File: src/rtl/mips_pkg.sv
// Shared pipeline constants: control bundle widths, bit positions and NOP encodings.
package mips_pkg;

  localparam int unsigned CTRL_EX_W = 4;  // {RegDst, ALUOp[1:0], ALUSrc}
  localparam int unsigned CTRL_M_W  = 3;  // {Branch, MemRead, MemWrite}
  localparam int unsigned CTRL_WB_W = 2;  // {RegWrite, MemtoReg}

  localparam int unsigned M_MEMREAD   = 1;
  localparam int unsigned WB_REGWRITE = 1;

  localparam logic [CTRL_EX_W-1:0] NOP_EX = '0;
  localparam logic [CTRL_M_W-1:0]  NOP_M  = '0;
  localparam logic [CTRL_WB_W-1:0] NOP_WB = '0;

  typedef struct packed {
    logic [CTRL_EX_W-1:0] ex;
    logic [CTRL_M_W-1:0]  m;
    logic [CTRL_WB_W-1:0] wb;
  } ctrl_t;

  localparam ctrl_t NOP_CTRL = '{ex: NOP_EX, m: NOP_M, wb: NOP_WB};

endpackage

File: src/rtl/id_ex_pipe_reg_if.sv
// ID/EX boundary bundle: ID-side inputs, EX-side registered outputs, stall feedback.
interface id_ex_pipe_reg_if
  import mips_pkg::*;
#(
  parameter int unsigned DATA_W = 32,
  parameter int unsigned REG_AW = 5,
  parameter int unsigned CNT_W  = 16
);

  // ID side
  logic [CTRL_EX_W-1:0] id_ex;
  logic [CTRL_M_W-1:0]  id_m;
  logic [CTRL_WB_W-1:0] id_wb;
  logic [DATA_W-1:0]    id_npc;
  logic [DATA_W-1:0]    id_rd1;
  logic [DATA_W-1:0]    id_rd2;
  logic [DATA_W-1:0]    id_imm;
  logic [REG_AW-1:0]    id_rs;
  logic [REG_AW-1:0]    id_rt;
  logic [REG_AW-1:0]    id_rd;
  logic                 id_valid;
  logic                 flush_i;

  // EX side
  logic [CTRL_EX_W-1:0] ex_ex;
  logic [CTRL_M_W-1:0]  ex_m;
  logic [CTRL_WB_W-1:0] ex_wb;
  logic [DATA_W-1:0]    ex_npc;
  logic [DATA_W-1:0]    ex_rd1;
  logic [DATA_W-1:0]    ex_rd2;
  logic [DATA_W-1:0]    ex_imm;
  logic [REG_AW-1:0]    ex_rs;
  logic [REG_AW-1:0]    ex_rt;
  logic [REG_AW-1:0]    ex_rd;
  logic                 ex_valid;
  logic                 stall_o;
  logic [CNT_W-1:0]     stall_cnt;

  // Upstream decode logic / testbench side
  modport master (
    output id_ex, id_m, id_wb, id_npc, id_rd1, id_rd2, id_imm,
    output id_rs, id_rt, id_rd, id_valid, flush_i,
    input  ex_ex, ex_m, ex_wb, ex_npc, ex_rd1, ex_rd2, ex_imm,
    input  ex_rs, ex_rt, ex_rd, ex_valid, stall_o, stall_cnt
  );

  // Pipeline register side
  modport slave (
    input  id_ex, id_m, id_wb, id_npc, id_rd1, id_rd2, id_imm,
    input  id_rs, id_rt, id_rd, id_valid, flush_i,
    output ex_ex, ex_m, ex_wb, ex_npc, ex_rd1, ex_rd2, ex_imm,
    output ex_rs, ex_rt, ex_rd, ex_valid, stall_o, stall_cnt
  );

endinterface

File: src/rtl/hazard_detect.sv
// Load-use hazard: the load in EX writes a register the ID instruction reads.
module hazard_detect #(
  parameter int unsigned REG_AW = 5
) (
  input  logic              ex_valid,
  input  logic              ex_memread,
  input  logic [REG_AW-1:0] ex_rt,
  input  logic              id_valid,
  input  logic [REG_AW-1:0] id_rs,
  input  logic [REG_AW-1:0] id_rt,
  output logic              hz
);

  // $0 is hardwired, so a load targeting it never creates a dependency
  always_comb begin
    hz = ex_valid & ex_memread & (ex_rt != '0) & id_valid &
         ((ex_rt == id_rs) | (ex_rt == id_rt));
  end

endmodule

File: src/rtl/id_ex_pipe_reg.sv
// ID/EX pipeline register with load-use stall, branch flush and saturating stall counter.
module id_ex_pipe_reg
  import mips_pkg::*;
#(
  parameter int unsigned DATA_W = 32,
  parameter int unsigned REG_AW = 5,
  parameter int unsigned CNT_W  = 16
) (
  input  logic             clk,
  input  logic             rst_n,
  id_ex_pipe_reg_if.slave  bus
);

  ctrl_t             ctrl_q, ctrl_d;
  logic [DATA_W-1:0] npc_q, npc_d, rd1_q, rd1_d, rd2_q, rd2_d, imm_q, imm_d;
  logic [REG_AW-1:0] rs_q, rs_d, rt_q, rt_d, rd_q, rd_d;
  logic              valid_q, valid_d;
  logic [CNT_W-1:0]  cnt_q, cnt_d;
  logic              hz;
  logic              stall;
  logic              bubble;

  hazard_detect #(
    .REG_AW (REG_AW)
  ) u_hazard_detect (
    .ex_valid   (valid_q),
    .ex_memread (ctrl_q.m[M_MEMREAD]),
    .ex_rt      (rt_q),
    .id_valid   (bus.id_valid),
    .id_rs      (bus.id_rs),
    .id_rt      (bus.id_rt),
    .hz         (hz)
  );

  // Flush overrides the stall: the dependent instruction is being killed anyway
  always_comb begin
    stall  = hz & ~bus.flush_i;
    bubble = bus.flush_i | stall;
  end

  // Next-state: capture ID, or insert a bubble; data fields are captured regardless
  always_comb begin
    ctrl_d  = '{ex: bus.id_ex, m: bus.id_m, wb: bus.id_wb};
    npc_d   = bus.id_npc;
    rd1_d   = bus.id_rd1;
    rd2_d   = bus.id_rd2;
    imm_d   = bus.id_imm;
    rs_d    = bus.id_rs;
    rt_d    = bus.id_rt;
    rd_d    = bus.id_rd;
    valid_d = bus.id_valid & ~bubble;
    if (bubble || !bus.id_valid) begin
      ctrl_d = NOP_CTRL;
    end
  end

  // Pipeline register bank
  always_ff @(posedge clk or negedge rst_n) begin
    if (!rst_n) begin
      ctrl_q  <= NOP_CTRL;
      npc_q   <= '0;
      rd1_q   <= '0;
      rd2_q   <= '0;
      imm_q   <= '0;
      rs_q    <= '0;
      rt_q    <= '0;
      rd_q    <= '0;
      valid_q <= 1'b0;
    end else begin
      ctrl_q  <= ctrl_d;
      npc_q   <= npc_d;
      rd1_q   <= rd1_d;
      rd2_q   <= rd2_d;
      imm_q   <= imm_d;
      rs_q    <= rs_d;
      rt_q    <= rt_d;
      rd_q    <= rd_d;
      valid_q <= valid_d;
    end
  end

  // Saturating stall-cycle count
  always_comb begin
    cnt_d = cnt_q;
    if (stall && (cnt_q != {CNT_W{1'b1}})) begin
      cnt_d = cnt_q + CNT_W'(1);
    end
  end

  // Stall counter register
  always_ff @(posedge clk or negedge rst_n) begin
    if (!rst_n) begin
      cnt_q <= '0;
    end else begin
      cnt_q <= cnt_d;
    end
  end

  // Output drive
  always_comb begin
    bus.ex_ex     = ctrl_q.ex;
    bus.ex_m      = ctrl_q.m;
    bus.ex_wb     = ctrl_q.wb;
    bus.ex_npc    = npc_q;
    bus.ex_rd1    = rd1_q;
    bus.ex_rd2    = rd2_q;
    bus.ex_imm    = imm_q;
    bus.ex_rs     = rs_q;
    bus.ex_rt     = rt_q;
    bus.ex_rd     = rd_q;
    bus.ex_valid  = valid_q;
    bus.stall_o   = stall;
    bus.stall_cnt = cnt_q;
  end

endmodule

File: src/flat_wrapper.sv
// flat-port wrapper written by rule: the top's interface ports become plain ports
module id_ex_pipe_reg_flat import mips_pkg::*;
#(
  parameter int unsigned DATA_W = 32,
  parameter int unsigned REG_AW = 5,
  parameter int unsigned CNT_W  = 16
)
  (clk, rst_n, bus_id_ex, bus_id_m, bus_id_wb, bus_id_npc, bus_id_rd1, bus_id_rd2, bus_id_imm, bus_id_rs, bus_id_rt, bus_id_rd, bus_id_valid, bus_flush_i, bus_ex_ex, bus_ex_m, bus_ex_wb, bus_ex_npc, bus_ex_rd1, bus_ex_rd2, bus_ex_imm, bus_ex_rs, bus_ex_rt, bus_ex_rd, bus_ex_valid, bus_stall_o, bus_stall_cnt);
  id_ex_pipe_reg_if #(.DATA_W(DATA_W), .REG_AW(REG_AW), .CNT_W(CNT_W)) bus_i ();
  input  logic clk;
  input  logic rst_n;
  input wire logic [$bits(bus_i.id_ex)-1:0] bus_id_ex;
  input wire logic [$bits(bus_i.id_m)-1:0] bus_id_m;
  input wire logic [$bits(bus_i.id_wb)-1:0] bus_id_wb;
  input wire logic [$bits(bus_i.id_npc)-1:0] bus_id_npc;
  input wire logic [$bits(bus_i.id_rd1)-1:0] bus_id_rd1;
  input wire logic [$bits(bus_i.id_rd2)-1:0] bus_id_rd2;
  input wire logic [$bits(bus_i.id_imm)-1:0] bus_id_imm;
  input wire logic [$bits(bus_i.id_rs)-1:0] bus_id_rs;
  input wire logic [$bits(bus_i.id_rt)-1:0] bus_id_rt;
  input wire logic [$bits(bus_i.id_rd)-1:0] bus_id_rd;
  input wire logic [$bits(bus_i.id_valid)-1:0] bus_id_valid;
  input wire logic [$bits(bus_i.flush_i)-1:0] bus_flush_i;
  output wire logic [$bits(bus_i.ex_ex)-1:0] bus_ex_ex;
  output wire logic [$bits(bus_i.ex_m)-1:0] bus_ex_m;
  output wire logic [$bits(bus_i.ex_wb)-1:0] bus_ex_wb;
  output wire logic [$bits(bus_i.ex_npc)-1:0] bus_ex_npc;
  output wire logic [$bits(bus_i.ex_rd1)-1:0] bus_ex_rd1;
  output wire logic [$bits(bus_i.ex_rd2)-1:0] bus_ex_rd2;
  output wire logic [$bits(bus_i.ex_imm)-1:0] bus_ex_imm;
  output wire logic [$bits(bus_i.ex_rs)-1:0] bus_ex_rs;
  output wire logic [$bits(bus_i.ex_rt)-1:0] bus_ex_rt;
  output wire logic [$bits(bus_i.ex_rd)-1:0] bus_ex_rd;
  output wire logic [$bits(bus_i.ex_valid)-1:0] bus_ex_valid;
  output wire logic [$bits(bus_i.stall_o)-1:0] bus_stall_o;
  output wire logic [$bits(bus_i.stall_cnt)-1:0] bus_stall_cnt;
  assign bus_i.id_ex = bus_id_ex;
  assign bus_i.id_m = bus_id_m;
  assign bus_i.id_wb = bus_id_wb;
  assign bus_i.id_npc = bus_id_npc;
  assign bus_i.id_rd1 = bus_id_rd1;
  assign bus_i.id_rd2 = bus_id_rd2;
  assign bus_i.id_imm = bus_id_imm;
  assign bus_i.id_rs = bus_id_rs;
  assign bus_i.id_rt = bus_id_rt;
  assign bus_i.id_rd = bus_id_rd;
  assign bus_i.id_valid = bus_id_valid;
  assign bus_i.flush_i = bus_flush_i;
  assign bus_ex_ex = bus_i.ex_ex;
  assign bus_ex_m = bus_i.ex_m;
  assign bus_ex_wb = bus_i.ex_wb;
  assign bus_ex_npc = bus_i.ex_npc;
  assign bus_ex_rd1 = bus_i.ex_rd1;
  assign bus_ex_rd2 = bus_i.ex_rd2;
  assign bus_ex_imm = bus_i.ex_imm;
  assign bus_ex_rs = bus_i.ex_rs;
  assign bus_ex_rt = bus_i.ex_rt;
  assign bus_ex_rd = bus_i.ex_rd;
  assign bus_ex_valid = bus_i.ex_valid;
  assign bus_stall_o = bus_i.stall_o;
  assign bus_stall_cnt = bus_i.stall_cnt;
  id_ex_pipe_reg #(.DATA_W(DATA_W), .REG_AW(REG_AW), .CNT_W(CNT_W)) u_core (.clk(clk), .rst_n(rst_n), .bus(bus_i));
endmodule
File: config.mk
export PLATFORM = sky130hd
export DESIGN_NAME = id_ex_pipe_reg_flat
export DESIGN_NICKNAME = d
export VERILOG_FILES = /design/src/rtl/mips_pkg.sv /design/src/rtl/id_ex_pipe_reg_if.sv /design/src/rtl/hazard_detect.sv /design/src/rtl/id_ex_pipe_reg.sv /design/src/flat_wrapper.sv
export SDC_FILE = /design/constraint.sdc
export NUM_CORES = 1
export LEC_CHECK = 0
export CAP_MARGIN = 10
export CELL_PAD_IN_SITES_DETAIL_PLACEMENT = 1
export CELL_PAD_IN_SITES_GLOBAL_PLACEMENT = 1
export CORE_AREA = 5 5 124 126
export CTS_CLUSTER_SIZE = 8
export DETAILED_ROUTE_END_ITERATION = 6
export DIE_AREA = 0 0 129 131
export DONT_BUFFER_PORTS = 1
export PLACE_DENSITY_LB_ADDON = 0.05
export SYNTH_ARGS = -nofsm -noshare
export SYNTH_HDL_FRONTEND = slang
export SYNTH_HIERARCHICAL = 1
export SYNTH_SLANG_ARGS = --single-unit
File: constraint.sdc
create_clock -name clk -period 2.3 [get_ports clk]
set_clock_uncertainty 0.15 [all_clocks]
set_input_delay 0.46 -clock clk [delete_from_list [all_inputs] [get_ports clk]]
set_output_delay 0.46 -clock clk [all_outputs]
set_load 0.02 [all_outputs]
==> impl_metrics.json, run 1 <==
{
  "yosysSeqAreaShare": 0.8716,
  "status": "aborted with a tool error",
  "synthAdderAreaFrac": 0.002579,
  "synth_top_family_by_area": "simple AND/OR/NAND/NOR gates",
  "synth-main-ff-cell": "dfrtp_1",
  "num_rows": 44,
  "fp.dieH_um": 131,
  "error": "[ERROR RSZ-0060] Max buffer count reached.",
  "yosys.area_share.simple": 0.06937,
  "htree_levels": 4,
  "die_w_um": 129,
  "numCtsBuffers": 17,
  "cts_resized": 15,
  "cts_hold_buf": 101,
  "numClockSinks": 169,
  "floorplan.initialDensity": 0.3416,
  "synth_mux_area_frac": 0.003094,
  "place_congestion": 0.7273,
  "clockBufferDepth": 2,
  "synth_area_per_cell_um2": 19.49,
  "ys_types": 31,
  "synth_xor_area_frac": 0.04332,
  "pin_count": 326,
  "yosys_register_bits": 169,
  "async_reset_ff_frac": 1.000,
  "portBuffers": 0,
  "haltStage": "clock tree synthesis (4_1_cts)",
  "cts_setup_buffers": 4,
  "synth_compound_area_frac": 0.009283,
  "cts-root-buf": "clkbuf_16",
  "syn_inst": 249,
  "synth_edf_count": 0,
  "synth_nets": 406,
  "synth_area_mm2": 0.004852,
  "yosysWarnings": 6,
  "hpwl_um": 10790
}
## Yosys cell counts (2+ instances only)
master       n  area [µm²]
nand2_1      4       15.01
nand4_1      2       12.51
nand3_1      6       30.03
a21oi_1      2       10.01
xor2_1      14       122.6
xnor2_1     10       87.58
dfrtp_1    169        4229
and2_1       9       56.30
nor4_4       2       42.54
o2111ai_1    2       17.52
nor3_1       5       25.02
nor2_1       5       18.77
## logic make-up after synthesis
logic type / Yosys count
AOI/OAI and AO/OA: 6
xor gates and xnor gates: 24
adders and majority gates: 1
DFF: 169
muxes: 1
and+or+nand+nor: 47
buffers and inverters: 1
## per-stage QoR
| step | instance area [µm²] | std cells | TNS, ps | hold WS, ps | setup slack, ps |
|---|---|---|---|---|---|
| detailed placement | 5328 | 464 | -288.5 | 17.22 | -91.49 |
| floorplan | 4852 | 249 | 0 | 14.41 | 46.89 |
| global placement | 5328 | 464 | -224.2 | 18.30 | -55.62 |
==> run 2: changes to the inputs <==
Settings changed: CELL_PAD_IN_SITES_DETAIL_PLACEMENT 1 to default, CELL_PAD_IN_SITES_GLOBAL_PLACEMENT 1 to default, CORE_AREA 5 5 124 126 to default, CORE_MARGIN from default to 5, CORE_UTILIZATION from default to 22, CTS_CLUSTER_SIZE 8 to default, DIE_AREA 0 0 129 131 to default, PLACE_DENSITY_LB_ADDON 0.05 to 0.15.
Clock period 2.3 ns to 3 ns, I/O delays scaled along.
==> run 2 against run 1 <==
Effect of this change: the flow now finishes, with violations (hold timing); area after synthesis stayed put; synthesized cell count stayed put.
==> impl_metrics.json, run 2 <==
{
  "status": "complete, but fails checks",
  "violations": "hold timing",
  "synth_nets": 406,
  "period_share": 0.9610,
  "post-route-util": 0.2688,
  "irDropWorstVdd_mv": 0.2827,
  "critical_path_class": "reg2out",
  "portBuffers": 0,
  "rsz0062_at_grt": "no",
  "numCtsBuffers": 17,
  "async_reset_ff_frac": 1.000,
  "grt_pass1_vias": 2367,
  "worst_pin_slew_ps": 446.5,
  "clk_latency_ps": 410,
  "die-area_mm2": 0.02513,
  "place_congestion": 0.6922,
  "gr-total-overflow": 0,
  "synth_top_area_frac": 0.8716,
  "num_rows": 54,
  "fillers": 2195,
  "final_common_cell": "dfrtp_1",
  "place_area_mm2": 0.005210,
  "wl_per_cell_um": 21.26,
  "slew_viol_final": 0,
  "synth-main-ff-cell": "dfrtp_1",
  "cts_tree": "done",
  "drt-initial-drc-count": 99,
  "via_count": 2160,
  "setup_viol": 0,
  "endpoint_kind": "output pin",
  "diodes": 0,
  "power_mw": 4.793,
  "synthMostInstantiatedCell": "dfrtp_1",
  "htree_levels": 4,
  "grtUsageTotal": 0.08886,
  "clkTransAtPathRegs_ps": 70,
  "clockBufferDepth": 2,
  "layout_min_cycle_time_ps": 2883,
  "synth_area_mm2": 0.004852,
  "area_growth_pct": 20.53,
  "numClockSinks": 169,
  "yosysSeqAreaShare": 0.8716,
  "ys_types": 31,
  "fin_ws_ps": 116.9,
  "path_cells": "or4_4 -> o2111ai_2 -> a21oi_1 -> nand2b_2 -> clkinvlp_4",
  "max_stage_delay_ps": 550,
  "design_area_mm2": 0.005848,
  "cp_data_required_time_ps": 2250,
  "core-area_mm2": 0.02176,
  "hp-class": "in2async",
  "hold_viol_final": 169,
  "fin_nets": 427,
  "fp.dieH_um": 158.5,
  "final_cell_mix": "dfrtp_1, clkbuf_16, xor2_1",
  "fmax_ghz": 0.3469,
  "yosysWarnings": 6,
  "critPathBufInv": 1,
  "drcViolationCount": 0,
  "die_w_um": 158.5,
  "pre_cts_ws_ps": 289.0,
  "p_per_area_mw_per_mm2": 819.6,
  "grt_max_degree": 170,
  "finalSetupTns_ps": 0,
  "cp_slowest_cell": "or4_4",
  "synth_edf_count": 0,
  "crit_path_start_kind": "register",
  "power.leakage_nw": 2.599,
  "ys_top_cells_by_area": "dfrtp_1, xor2_1, xnor2_1",
  "hpwl_um": 9109,
  "drive_above_1_share": 0.1767,
  "critPathTopFamily": "simple AND/OR/NAND/NOR gates",
  "firstDrtPassIters": 4,
  "drv_cap": 0,
  "floorplan.initialDensity": 0.2230,
  "yosys_register_bits": 169,
  "vias_per_cell": 3.837,
  "synth_area_per_cell_um2": 19.49,
  "hold_ws_ps": -265.4,
  "syn_inst": 249,
  "maxSlewHeadroom": 0.7001,
  "cp.arrival_ps": 2130,
  "synth_common_cells": "dfrtp_1, xor2_1, xnor2_1",
  "final_antenna_net_count": 0,
  "yosysTopAreaCell": "dfrtp_1",
  "pin_count": 326,
  "worstPathMaxFanout": 7,
  "cts-root-buf": "clkbuf_16",
  "antenna_found_initial": 0,
  "wl_um": 11970,
  "grt_pass1_wl_um": 16120
}
==> run 2: cell counts after synthesis <==
No cell type changed its count.
==> run 2: worst paths after layout <==
check,from,to,slack [ps],depth (start not counted)
max,u_core/bus.ex_rt[3],bus_stall_o,120,5
min,rst_n,u_core/bus.ex_m[2],-270,0
max reg2reg,u_core/bus.ex_rt[2],u_core/bus.stall_cnt[9],430,8
min reg2reg,u_core/bus.stall_cnt[15],u_core/bus.stall_cnt[15],500,1
max in group asynchronous,rst_n,u_core/bus.ex_rd1[30],2760,0
min in group clk,bus_id_rt[2],u_core/bus.ex_rt[2],60,0
==> run 2: cell families after synthesis <==
kind of cell / Yosys count / share of synthesized area
adder cells (fa/ha/maj): 1 / 0.002578
XOR/XNOR: 24 / 0.04332
buffers and inverters: 1 / 0.0007729
multiplexers: 1 / 0.003093
AND/OR/NAND/NOR: 47 / 0.06937
flip-flops: 169 / 0.8716
AO/OA/AOI/OAI: 6 / 0.009285
==> run 2: where the power goes <==
| group | switching, mW | total (mW) | internal, mW |
|---|---|---|---|
| registers | 0.192 | 2.58 | 2.38 |
| clock network | 0.963 | 2.20 | 1.23 |
| logic | 0.00812 | 0.0208 | 0.0127 |
==> run 2: worst reg2reg max path: cells and delay by family, from the launching register on <==
kind	cells	cell delay, ps
compound gates	2	480
flops	1	490
simple gates	4	970
xor+xnor	2	360
==> run 2: layout make-up <==
class | instances | area, µm² | share of cell area
clock buffer | 19 | 452.9 | 0.07745
clock inverter | 13 | 158.9 | 0.02717
inverter | 1 | 7.507 | 0.001284
multi-input combinational | 79 | 629.4 | 0.1076
sequential | 169 | 4234 | 0.7240
tap | 280 | 350.3 | 0.05991
timing repair buffer | 2 | 15.01 | 0.002567
==> run 2: per-stage QoR <==
step	instances	hold slack (ps)
2_1_floorplan	249	154.4
3_3_place_gp	530	158.1
3_5_place_dp	530	157.9
4_1_cts	562	-299.8
5_1_grt	563	-307.8
6_report	563	-265.4
==> run 2: layer usage <==
metal | wire length [µm] | GRT usage | share of wire | up-vias
li1 | - | - | - | 868
met2 | 6396 | 0.1530 | 0.53 | 178
met5 | 0 | 0 | 0 | -
met1 | 3803 | 0.08900 | 0.32 | 1105
met4 | 176 | 0.03818 | 0.015 | 0
met3 | 1595 | 0.04838 | 0.13 | 9
==> run 2: repair_timing <==
item                       in CTS  in global routing
hold endpoints to repair      169                169
buffers inserted                0                  1
setup endpoints to repair       1                  1
gates resized for setup         2                  5
Power figures use the tool's default switching activity.
==> patch 1 (config.mk and constraints of run 2) <==
`CTRL_EX_W`: 4 -> 3.
--- a/src/rtl/mips_pkg.sv
+++ b/src/rtl/mips_pkg.sv
@@ -1,7 +1,7 @@
 // Shared pipeline constants: control bundle widths, bit positions and NOP encodings.
 package mips_pkg;
 
-  localparam int unsigned CTRL_EX_W = 4;  // {RegDst, ALUOp[1:0], ALUSrc}
+  localparam int unsigned CTRL_EX_W = 3;  // {RegDst, ALUOp[1:0], ALUSrc}
   localparam int unsigned CTRL_M_W  = 3;  // {Branch, MemRead, MemWrite}
   localparam int unsigned CTRL_WB_W = 2;  // {RegWrite, MemtoReg}
 
Interface: changed (resized bus_ex_ex and bus_id_ex); port bits go from 326 to 324. No check against the original RTL was run, so the function may have changed too.
==> patch 1 against run 2 <==
Die area shrank 0.89%; global-route usage grew 0.64 points; the flow still finishes with violations (hold timing); area after synthesis shrank 0.95%; design area shrank 1.0%; register-to-register slack lost 0.05 ns; critical endpoint unchanged; worst setup slack gained 0.0072 ns; wire length grew 3.1%; total power grew 0.44%; sequential cell count shrank 1; critical path depth is the same.
==> patch 1: results (changes against run 2) <==
status finished, violations left; violated checks hold timing; met2 usage 16.3% (+1.0 points); adder-cell share of the synthesized area 0.260% (+0.0025 points); vias in the first global route 2,538 (+7.2%); met1 usage 9.01% (+0.11 points); routed length on met3 1.82 mm (+14%); Finished Layout Cells 567 (+0.71%); leading cell types by count after synthesis 168 x dfrtp_1, 12 x xnor2_1, 12 x xor2_1; met3 Resource Use GR 6.34% (+1.5 points); top cells by area, synth dfrtp_1 87%, xnor2_1 2.2%, xor2_1 2.2%, and2_1 1.2%, nand4_1 0.78%; HPWL after DPL 9.41 mm (+3.3%); largest net degree at the start of global routing 169 (-0.59%); Total Power 4.81 mW (+0.44%); Psw 1.17 mW (+0.27%); register area 4210 µm² (-0.65%); post-synth cell types 29 (-6.5%); DP Worst Slack 0.369 ns (+0.0799 ns); Synth Area in Compound Gates 0.573% (-0.36 points); top routing layer in use met5; first-pass GRT wire length 16.8 mm (+4.3%); drt first-iter violations 79 (-20%); initial antenna violation count 4 (+4); Cells after Synth 250 (+0.40%); Fill cells 2,143 (-2.4%); Leak 2.52 nW (-2.9%); worst hold margin -0.271 ns (-0.00607 ns); critical path's slowest cell or4_1; mux cell area share after synthesis 0.469% (+0.16 points); met2 WL 6.41 mm (+0.20%); VDD IR max 0.271 mV (-4.1%); Final Hold Fails 168 (-0.59%); sequential element share of the synthesized area 87.5% (+0.32 points); drt pass-1 iters 3 (-1); Total GRT Usage 9.52% (+0.64 points)
## patch 1: changes by cell type after synthesis, moves of 2 or more
| cell | change |
|---|---|
| xnor2_1 | +2 |
| nand4_1 | +4 |
| xor2_1 | -2 |
| nor4_4 | -2 |
| mux2_1 | +2 |
| nor2_1 | -2 |
## patch 1: area by class of cell
class                      count  share of cell area (%)
clock inverter                15                    3.07
multi-input combinational     81                    10.3
inverter                       1                   0.130
clock buffer                  17                    7.35
antenna                        3                   0.130
timing repair buffer           2                   0.259
tap                          280                    6.05
sequential                   168                    72.7
## patch 1: worst register-to-register path, cell delays in order (launching register included)
cell and delay, ns:
dfrtp_1 0.50, xor2_1 0.21, nor3_1 0.25, nand3_1 0.11
a21oi_1 0.23, nand2b_2 0.18, or2_1 0.32, nor3_1 0.21
mux2_1 0.33
## patch 1: what timing repair did
action / in CTS / in global routing
gates resized for setup: 0 / 3
endpoints found under the setup margin: 0 / 1
hold endpoints to repair: 168 / 168
## patch 1: worst paths after layout
kind	start	end	slack, ns	cells after the start
max	u_core/bus.ex_rt[3]$_DFF_PN0_	bus_stall_o	0.12	5
min	rst_n	u_core/bus.ex_rd1[7]$_DFF_PN0_	-0.27	0
max reg2reg	u_core/bus.ex_rt[2]$_DFF_PN0_	u_core/bus.stall_cnt[12]$_DFFE_PN0P_	0.38	8
min reg2reg	u_core/bus.stall_cnt[10]$_DFFE_PN0P_	u_core/bus.stall_cnt[10]$_DFFE_PN0P_	0.52	1
max in group asynchronous	rst_n	u_core/bus.ex_npc[15]$_DFF_PN0_	2.81	0
min in group clk	bus_id_rd[1]	u_core/bus.ex_rd[1]$_DFF_PN0_	0.06	0
==> patch 2 (settings of run 2) <==
Without the edit above. Make the reset (`rst_n`) synchronous in 2 clocked blocks.
--- a/src/rtl/id_ex_pipe_reg.sv
+++ b/src/rtl/id_ex_pipe_reg.sv
@@ -55,7 +55,7 @@
   end
 
   // Pipeline register bank
-  always_ff @(posedge clk or negedge rst_n) begin
+  always_ff @(posedge clk) begin
     if (!rst_n) begin
       ctrl_q  <= NOP_CTRL;
       npc_q   <= '0;
@@ -88,7 +88,7 @@
   end
 
   // Stall counter register
-  always_ff @(posedge clk or negedge rst_n) begin
+  always_ff @(posedge clk) begin
     if (!rst_n) begin
       cnt_q <= '0;
     end else begin
Function: differs if rst_n is asserted again (counterexample within 4 cycles, from zero or initial values and one cycle with rst_n low); with rst_n held inactive, the same outputs for 10 cycles.
==> patch 2 against run 2 <==
Design area up 2.8%; wire length up 13%; sequential cell count unchanged; register-to-register slack better by 0.02 ns; area after synthesis up 4.4%; die area up 4.1%; worst setup slack better by 0.016 ns; largest cell class unchanged; synthesized cell count up 74%; critical endpoint unchanged.
Power is not compared: it rests on default switching activity, and its combinational part moved more than twofold at a synthesized area within 25%.
==> patch 2: results (changes against run 2) <==
status complete, no violations; adder-cell share of the synthesized area 0.247% (-0.011 points); WL per Instance 18.4 µm (-13%); vias in the first global route 3,126 (+32%); gp weighted congestion 0.721 (+4.2%); Total Power 4.91 mW; DP Worst Slack 0.373 ns (+0.0842 ns); mux cell area share after synthesis 0.198% (-0.11 points); XOR/XNOR Fraction of Synth Area 2.08% (-2.3 points); multi-input combinational area share 26.4% (+16 points); Met1 Routed Length 4.67 mm (+23%); sequential cell area share 56.3% (-16 points); critical path's slowest cell or4_1; drt first-iter violations 86 (-13%); multi-input gates 241 (+210%); met2 usage 16.6% (+1.3 points); sequential element share of the synthesized area 66.8% (-20 points); via count 2,968 (+37%); first-pass GRT wire length 19.3 mm (+20%); Finished Layout Cells 738 (+31%); met3 Resource Use GR 6.90% (+2.1 points); Cells after Synth 433 (+74%); top cells by area, synth dfxtp_1 67%, and2_1 19%, xor2_1 1.4%, clkbuf_1 1.3%, a21oi_1 0.89%; Fill cells 2,345 (+6.8%); Inverters, non-clock 4 (+3); Layout clock area frac 10.1% (-0.34 points); dpl cells 706 (+33%); Synth Area in Compound Gates 3.16% (+2.2 points); Non-clock buffers 8 (+6); met1 usage 9.47% (+0.57 points); register area 3380 µm² (-20%); Worst Hold Class in -> reg
==> patch 2: changes by cell type after synthesis, sizes merged, moves of 4 or more <==
cell           run 2  this run
dfrtp            169         0
nor3               5         9
clkbuf             0        17
xor2              14         8
xnor2             10         4
a21oi              2         9
and2               9       153
dfxtp              0       169
o21ai              0         5
==> patch 2: worst paths after layout <==
check / start / end / slack, ns / depth (start not counted)
worst max register to register: u_core/bus.ex_rt[3]$_SDFF_PN0_ / u_core/bus.stall_cnt[14]$_SDFFE_PN0P_ / 0.45 / 8
worst min register to register: u_core/bus.stall_cnt[1]$_SDFFE_PN0P_ / u_core/bus.stall_cnt[1]$_SDFFE_PN0P_ / 0.49 / 2
worst max-delay path: u_core/bus.ex_rt[4]$_SDFF_PN0_ / bus_stall_o / 0.13 / 6
worst min-delay path: bus_id_imm[10] / u_core/bus.ex_imm[10]$_SDFF_PN0_ / 0.15 / 1
